[config.mk]
export PLATFORM = sky130hd
export DESIGN_NAME = weight_csr_encoder
export DESIGN_NICKNAME = d
export VERILOG_FILES = /design/src/rtl/weight_csr_encoder.sv
export SDC_FILE = /design/constraint.sdc
export NUM_CORES = 1
export LEC_CHECK = 0
export CAP_MARGIN = 20
export CORE_MARGIN = 3
export CORE_UTILIZATION = 40
export CTS_CLUSTER_DIAMETER = 30
export DETAILED_ROUTE_END_ITERATION = 8
export GPL_TIMING_DRIVEN = 0
export PLACE_DENSITY = 0.6
export SKIP_CTS_REPAIR_TIMING = 1
export SLEW_MARGIN = 10
export SYNTH_ARGS = -nofsm -noshare
export SYNTH_HDL_FRONTEND = slang
export SYNTH_SLANG_ARGS = --single-unit
[constraint.sdc]
create_clock -name i_clk -period 4 [get_ports i_clk]
set_input_delay 1.2 -clock i_clk [delete_from_list [all_inputs] [get_ports i_clk]]
set_output_delay 1.2 -clock i_clk [all_outputs]
set_load 0.02 [all_outputs]
[src/rtl/weight_csr_encoder.sv]
// -----------------------------------------------------------------------------
// weight_csr_encoder
//
// Scans a dense filter-weight memory (layout s outer, r middle, k inner) and
// emits only the nonzero weights as (r, k, w, idx) entries. While it does so it
// builds the per-column pointer array and the total entry count used by the
// sparse RF stage downstream. One scan runs per accepted i_start and ends with
// a single-cycle o_finish pulse.
//
// Optional build macro: WCSR_THRESH_EN
//   defined   : a weight counts as nonzero only if |i_rdata| > i_thresh
//   undefined : a weight counts as nonzero if i_rdata != 0 (i_thresh ignored)
//
// Ports
//   i_clk, i_rst_n     clock, asynchronous active-low reset
//   i_start            start pulse, sampled only in IDLE
//   i_r_num/s_num/k_num geometry (rows, columns, channels), latched on start
//   i_thresh           prune threshold (WCSR_THRESH_EN only)
//   o_raddr / i_rdata  weight memory port, 1-cycle read latency
//   o_valid, o_r, o_k, o_w, o_idx  emitted entry
//   o_ptr              column pointers, S_MAX+1 slots of 11 bits
//   o_length           total entries emitted
//   o_busy             high outside IDLE
//   o_finish           one-cycle done pulse
//   o_overflow         sticky, a nonzero arrived with the list already full
// -----------------------------------------------------------------------------
module weight_csr_encoder #(
    parameter int R_MAX   = 5,
    parameter int S_MAX   = 4,
    parameter int K_MAX   = 32,
    parameter int WW      = 8,
    parameter int NNZ_MAX = 2047
) (
    input  logic                  i_clk,
    input  logic                  i_rst_n,
    input  logic                  i_start,
    input  logic [2:0]            i_r_num,
    input  logic [2:0]            i_s_num,
    input  logic [5:0]            i_k_num,
    input  logic [WW-2:0]         i_thresh,
    output logic [10:0]           o_raddr,
    input  logic [WW-1:0]         i_rdata,
    output logic                  o_valid,
    output logic [2:0]            o_r,
    output logic [4:0]            o_k,
    output logic [WW-1:0]         o_w,
    output logic [10:0]           o_idx,
    output logic [S_MAX:0][10:0]  o_ptr,
    output logic [10:0]           o_length,
    output logic                  o_busy,
    output logic                  o_finish,
    output logic                  o_overflow
);

    localparam logic [2:0]  R_LIM   = 3'(R_MAX);
    localparam logic [2:0]  S_LIM   = 3'(S_MAX);
    localparam logic [5:0]  K_LIM   = 6'(K_MAX);
    localparam logic [10:0] NNZ_CAP = 11'(NNZ_MAX);

    typedef enum logic [1:0] {ST_IDLE, ST_READ, ST_DRAIN, ST_DONE} state_t;

    state_t              state_q, state_d;
    logic [2:0]          r_num_q, r_num_d, s_num_q, s_num_d;
    logic [5:0]          k_num_q, k_num_d;
    logic [2:0]          s_q, s_d, r_q, r_d;       // tag of the address being issued
    logic [4:0]          k_q, k_d;
    logic [10:0]         addr_q, addr_d;
    logic                v1_q, v1_d;               // tag stage aligned with i_rdata
    logic [2:0]          s1_q, s1_d, r1_q, r1_d;
    logic [4:0]          k1_q, k1_d;
    logic                drain_q, drain_d;
    logic [10:0]         count_q, count_d;
    logic                valid_q, valid_d;
    logic [2:0]          r_out_q, r_out_d;
    logic [4:0]          k_out_q, k_out_d;
    logic [WW-1:0]       w_q, w_d;
    logic [10:0]         idx_q, idx_d;
    logic [S_MAX:0][10:0] ptr_q, ptr_d;
    logic [10:0]         length_q, length_d;
    logic                finish_q, finish_d;
    logic                overflow_q, overflow_d;

    // Geometry is clamped to the supported maxima so tags never index past
    // the pointer array.
    logic [2:0] r_clamp, s_clamp;
    logic [5:0] k_clamp;
    assign r_clamp = (i_r_num > R_LIM) ? R_LIM : i_r_num;
    assign s_clamp = (i_s_num > S_LIM) ? S_LIM : i_s_num;
    assign k_clamp = (i_k_num > K_LIM) ? K_LIM : i_k_num;

    logic last_tag;
    assign last_tag = (s_q == s_num_q - 3'd1) && (r_q == r_num_q - 3'd1) &&
                      ({1'b0, k_q} == k_num_q - 6'd1);

    logic is_nz;
`ifdef WCSR_THRESH_EN
    // Magnitude at WW+1 bits so the most negative weight does not wrap.
    logic [WW:0] rdata_ext, rdata_mag;
    assign rdata_ext = {i_rdata[WW-1], i_rdata};
    assign rdata_mag = rdata_ext[WW] ? (~rdata_ext + 1'b1) : rdata_ext;
    assign is_nz     = rdata_mag > {2'b00, i_thresh};
`else
    // Threshold has no function in this build.
    logic unused_thresh;
    assign unused_thresh = ^i_thresh;
    assign is_nz         = (i_rdata != '0);
`endif

    always_comb begin
        state_d    = state_q;
        r_num_d    = r_num_q;
        s_num_d    = s_num_q;
        k_num_d    = k_num_q;
        s_d        = s_q;
        r_d        = r_q;
        k_d        = k_q;
        addr_d     = addr_q;
        v1_d       = 1'b0;
        s1_d       = s1_q;
        r1_d       = r1_q;
        k1_d       = k1_q;
        drain_d    = drain_q;
        count_d    = count_q;
        valid_d    = 1'b0;
        r_out_d    = r_out_q;
        k_out_d    = k_out_q;
        w_d        = w_q;
        idx_d      = idx_q;
        ptr_d      = ptr_q;
        length_d   = length_q;
        finish_d   = 1'b0;
        overflow_d = overflow_q;

        // Output stage: the tag delayed one cycle meets the read data here.
        if (v1_q) begin
            // First tag of a column snapshots the running count before this
            // column's own entry is added.
            if (r1_q == 3'd0 && k1_q == 5'd0) begin
                for (int j = 0; j <= S_MAX; j++) begin
                    if (s1_q == 3'(j)) ptr_d[j] = count_q;
                end
            end
            if (is_nz) begin
                if (count_q < NNZ_CAP) begin
                    valid_d = 1'b1;
                    r_out_d = r1_q;
                    k_out_d = k1_q;
                    w_d     = i_rdata;
                    idx_d   = count_q;
                    count_d = count_q + 11'd1;
                end else begin
                    overflow_d = 1'b1;
                end
            end
        end

        case (state_q)
            ST_IDLE: begin
                if (i_start) begin
                    r_num_d    = r_clamp;
                    s_num_d    = s_clamp;
                    k_num_d    = k_clamp;
                    s_d        = 3'd0;
                    r_d        = 3'd0;
                    k_d        = 5'd0;
                    addr_d     = 11'd0;
                    count_d    = 11'd0;
                    ptr_d      = '0;
                    overflow_d = 1'b0;
                    if (r_clamp == 3'd0 || s_clamp == 3'd0 || k_clamp == 6'd0) begin
                        state_d  = ST_DONE;
                        finish_d = 1'b1;
                        length_d = 11'd0;
                    end else begin
                        state_d = ST_READ;
                    end
                end
            end
            ST_READ: begin
                v1_d = 1'b1;
                s1_d = s_q;
                r1_d = r_q;
                k1_d = k_q;
                if (last_tag) begin
                    state_d = ST_DRAIN;
                    drain_d = 1'b0;
                end else begin
                    addr_d = addr_q + 11'd1;
                    if ({1'b0, k_q} == k_num_q - 6'd1) begin
                        k_d = 5'd0;
                        if (r_q == r_num_q - 3'd1) begin
                            r_d = 3'd0;
                            s_d = s_q + 3'd1;
                        end else begin
                            r_d = r_q + 3'd1;
                        end
                    end else begin
                        k_d = k_q + 5'd1;
                    end
                end
            end
            ST_DRAIN: begin
                if (drain_q) begin
                    // Pipeline is empty: unused columns point past the end.
                    state_d  = ST_DONE;
                    finish_d = 1'b1;
                    length_d = count_q;
                    for (int j = 0; j <= S_MAX; j++) begin
                        if (3'(j) >= s_num_q) ptr_d[j] = count_q;
                    end
                end else begin
                    drain_d = 1'b1;
                end
            end
            default: begin
                state_d = ST_IDLE;
            end
        endcase
    end

    always_ff @(posedge i_clk or negedge i_rst_n) begin
        if (!i_rst_n) begin
            state_q    <= ST_IDLE;
            r_num_q    <= '0;
            s_num_q    <= '0;
            k_num_q    <= '0;
            s_q        <= '0;
            r_q        <= '0;
            k_q        <= '0;
            addr_q     <= '0;
            v1_q       <= 1'b0;
            s1_q       <= '0;
            r1_q       <= '0;
            k1_q       <= '0;
            drain_q    <= 1'b0;
            count_q    <= '0;
            valid_q    <= 1'b0;
            r_out_q    <= '0;
            k_out_q    <= '0;
            w_q        <= '0;
            idx_q      <= '0;
            ptr_q      <= '0;
            length_q   <= '0;
            finish_q   <= 1'b0;
            overflow_q <= 1'b0;
        end else begin
            state_q    <= state_d;
            r_num_q    <= r_num_d;
            s_num_q    <= s_num_d;
            k_num_q    <= k_num_d;
            s_q        <= s_d;
            r_q        <= r_d;
            k_q        <= k_d;
            addr_q     <= addr_d;
            v1_q       <= v1_d;
            s1_q       <= s1_d;
            r1_q       <= r1_d;
            k1_q       <= k1_d;
            drain_q    <= drain_d;
            count_q    <= count_d;
            valid_q    <= valid_d;
            r_out_q    <= r_out_d;
            k_out_q    <= k_out_d;
            w_q        <= w_d;
            idx_q      <= idx_d;
            ptr_q      <= ptr_d;
            length_q   <= length_d;
            finish_q   <= finish_d;
            overflow_q <= overflow_d;
        end
    end

    assign o_raddr    = addr_q;
    assign o_valid    = valid_q;
    assign o_r        = r_out_q;
    assign o_k        = k_out_q;
    assign o_w        = w_q;
    assign o_idx      = idx_q;
    assign o_ptr      = ptr_q;
    assign o_length   = length_q;
    assign o_busy     = (state_q != ST_IDLE);
    assign o_finish   = finish_q;
    assign o_overflow = overflow_q;

endmodule

==> impl_metrics.py, run 1 <==
metrics = {
    "cts": {
        "clk_latency_ns": 0.42,
        "cts_tree": "done",
        "cts_buffer_depth": 2,
        "cts_max_level": 4,
        "cts_made_buffers": 17,
        "path_clk_slew_ns": 0.06,
        "cts.root.buffer_cell": "clkbuf_16",
        "cts.sinks": 156,
    },
    "critical_path": {
        "r2r_setup_slack_ns": 1.18,
        "crit_type": "reg -> out",
        "startpoint_type": "flop",
        "critPathMaxFanout": 7,
        "cp_data_required_time_ns": 2.80,
        "r2r_cells": 9,
        "cp.arrival_ns": 2.16,
        "worstSetupEndpointType": "primary output",
        "r2r_end": "o_raddr[2]",
        "r2r-start": "state_q[0]",
    },
    "outcome": {
        "run_status": "completed",
    },
    "layout": {
        "syn2layout_area_growth_pct": 31.7,
        "fillers": 1435,
        "final_cell_mix": "dfrtp_1, clkdlybuf4s50_1, a22o_1",
        "drive_above_1_share_pct": 13.3,
        "fin_util_pct": 54.9,
        "diodes": 0,
        "nets": 804,
        "final_common_cell": "dfrtp_1",
        "final_area_um2": 9270,
    },
    "synth": {
        "synth_top_area_share_pct": 55.5,
        "synth_mux_area_share_pct": 4.93,
        "synth_adder_area_share_pct": 2.67,
        "synth-simple-area-share_pct": 11.5,
        "synth_area_leaders": "dfrtp_1, a22o_1, mux2_2",
        "async_flop_share_pct": 100,
        "synth_compound_area_share_pct": 18.5,
        "syn_avg_cell_area_um2": 11.6,
        "yosys.area.top_type": "dfrtp_1",
        "yosysUniqueCellTypes": 65,
        "synth_fp_nets": 654,
        "synth-xor-area-share_pct": 2.31,
        "yosys_warnings": 0,
        "synthFlopType": "dfrtp_1",
        "synth_top_family_by_area": "compound AO/OA/AOI/OAI gates",
        "postSynthCellCount": 609,
        "yosysSeqAreaShare_pct": 55.5,
        "syn_area_um2": 7040,
        "synth-edff-count": 0,
        "yosys_register_bits": 156,
    },
    "power": {
        "net-switching-power_mw": 2.55,
        "intPower_mw": 4.03,
        "p_per_area_nw_per_um2": 710,
        "seqPwrFrac_pct": 33.6,
        "p_sw_share_pct": 38.8,
        "vdd_ir_drop_max_v": 0.000374,
        "combPwrFrac_pct": 40.5,
        "p_leak_nw": 4.08,
        "pwr-share-clk_pct": 25.9,
    },
    "worst_hold_path": {
        "hold_end": "o_length[0]",
        "hp-class": "reg -> reg",
        "hold_path_depth": 1,
        "worst_hold_startpoint": "o_length[0]",
    },
    "timing": {
        "finalHoldViolations": 0,
        "finClkSkew_ns": 0.00926,
        "whs_ns": 0.497,
        "rsz0062_at_grt": "no",
        "fmax_mhz": 298,
        "layout_setup_ws_ns": 0.640,
        "slew_viol_final": 0,
        "min_period_ns": 3.36,
        "setup-violations-final": 0,
        "relSlewSlack_pct": 54.0,
        "post-route-period-util_pct": 84.0,
        "tightest_slew_ns": 0.691,
    },
    "detailed_routing": {
        "wire_per_inst_um": 18.7,
        "drtPass1Iterations": 5,
        "initialDrtViolationCount": 356,
        "drc": 0,
        "vias_per_cell": 5.53,
        "ant_nets": 0,
        "num_vias": 5488,
        "wirelength_mm": 18.5,
    },
    "global_routing": {
        "grt_usage_pct": 19.5,
        "grt_pass1_vias": 5620,
        "grt_overflow": 0,
        "antenna_found_initial": 0,
        "grt_pass1_wl_mm": 30.6,
        "grt_max_degree": 83,
    },
    "place": {
        "place_area_um2": 8640,
        "dp_hpwl_mm": 13.4,
        "port_buffers": 130,
        "pre_cts_slack_ns": 0.406,
        "place_congestion": 0.802,
    },
    "floorplan": {
        "die_h_um": 139,
        "coreArea_um2": 16900,
        "rows": 47,
        "dieArea_um2": 19200,
        "fp.dieW_um": 139,
        "pin_count": 138,
        "initial_core_util_pct": 41.7,
    },
    "run": {
        "maxCapViolCount": 0,
    },
}
==> routing by layer <==
| metal | track usage (%) | share of wire [%] | vias up |
|---|---|---|---|
| met5 | 0 | 0 | - |
| met4 | 6.75 | 2.2 | 0 |
| met3 | 4.79 | 5.4 | 29 |
| met2 | 29.4 | 45 | 164 |
| met1 | 27.6 | 48 | 2737 |
| li1 | - | - | 2558 |
==> worst max-delay path, stage by stage (launching register included) <==
cell and delay, ns:
dfrtp_1 0.42, inv_1 0.09, ha_1 0.20, clkbuf_1 0.18, inv_1 0.22, clkdlybuf4s50_1 0.64
==> worst max path at each step <==
stage	startpoint	end	slack (ns)	cells past startpoint
3_5_place_dp	i_start	o_raddr[2]	0.41	7
6_report	state_q[0]	o_busy	0.64	5
4_1_cts	state_q[0]	o_busy	0.66	5
2_1_floorplan	i_rdata[5]	o_w[0]	1.22	5
5_1_grt	state_q[0]	o_busy	0.53	5
3_3_place_gp	i_rst_n	o_w[2]	-4.49	1
==> sequential cells by signal, summed over array words and instances, names as in the netlist, 5 cells and up <==
register  flops
count_q      11
k1_q          5
k_num_q       6
k_q           5
o_idx        11
o_k           5
o_length     11
o_ptr        55
o_raddr      11
o_w           8
==> cell families after synthesis <==
group / after synthesis
and+or+nand+nor: 146
muxes: 31
DFF: 156
adders and majority gates: 15
xor gates and xnor gates: 17
buffers and inverters: 67
AOI/OAI and AO/OA: 177
==> cell usage after synthesis, drive strengths merged (4+ instances only) <==
| cell type | number |
|---|---|
| nand4 | 6 |
| and2 | 5 |
| xnor2 | 7 |
| nor4 | 5 |
| a211oi | 5 |
| a21oi | 29 |
| xor2 | 9 |
| buf | 20 |
| a31oi | 12 |
| nand3b | 6 |
| and3 | 5 |
| clkbuf | 20 |
| mux2 | 29 |
| nand2 | 37 |
| a311oi | 5 |
| o21ai | 27 |
| a22oi | 4 |
| nor2 | 25 |
| inv | 24 |
| a22o | 68 |
| dfrtp | 156 |
| ha | 15 |
| nand3 | 17 |
| nor3 | 15 |
| or4 | 4 |
==> power by group through the flow <==
stage               registers [mW]  logic, mW  clock network (mW)
floorplan                     2.38       1.53                   0
global placement              2.22       2.60                   0
detailed placement            2.23       2.67                   0
CTS                           2.21       2.68                1.72
global route                  2.25       2.92                1.80
finish                        2.21       2.67                1.70
==> per-stage QoR <==
stage	cells	TNS (ns)	total power, mW
finish	992	0	6.58
global route	992	0	6.98
CTS	992	0	6.62
detailed placement	960	0	4.90
global placement	959	-698.60	4.82
floorplan	609	0	3.92
==> area by class of cell <==
| cell class | instances | area, um^2 | share of cell area [%] |
|---|---|---|---|
| Tap cell | 220 | 275 | 2.97 |
| Clock inverter | 13 | 178 | 1.92 |
| Buffer | 43 | 235 | 2.54 |
| Inverter | 24 | 90.1 | 0.972 |
| Clock buffer | 19 | 443 | 4.78 |
| Sequential cell | 156 | 3900 | 42.1 |
| Multi-Input combinational cell | 386 | 2810 | 30.3 |
| Timing Repair Buffer | 131 | 1330 | 14.4 |
No activity file was read; power rests on OpenSTA's default activity.
==> run 2: changes to the inputs <==
==> constraint.sdc (replaced) <==
create_clock -name i_clk -period 3.3 [get_ports i_clk]
set_input_delay 0.99 -clock i_clk [delete_from_list [all_inputs] [get_ports i_clk]]
set_output_delay 0.99 -clock i_clk [all_outputs]
set_load 0.02 [all_outputs]
==> results of run 2 <==
The final DEF is identical to that of run 1. Status: completed.
Among the figures that moved: setup slack after placement 0.406 ns -> -0.0844 ns; setup slack after layout 0.640 ns -> 0.150 ns; register-to-register setup slack 1.18 ns -> 0.48 ns; total power 6.58 mW -> 7.98 mW; worst IR drop on VDD 0.000374 V -> 0.000454 V
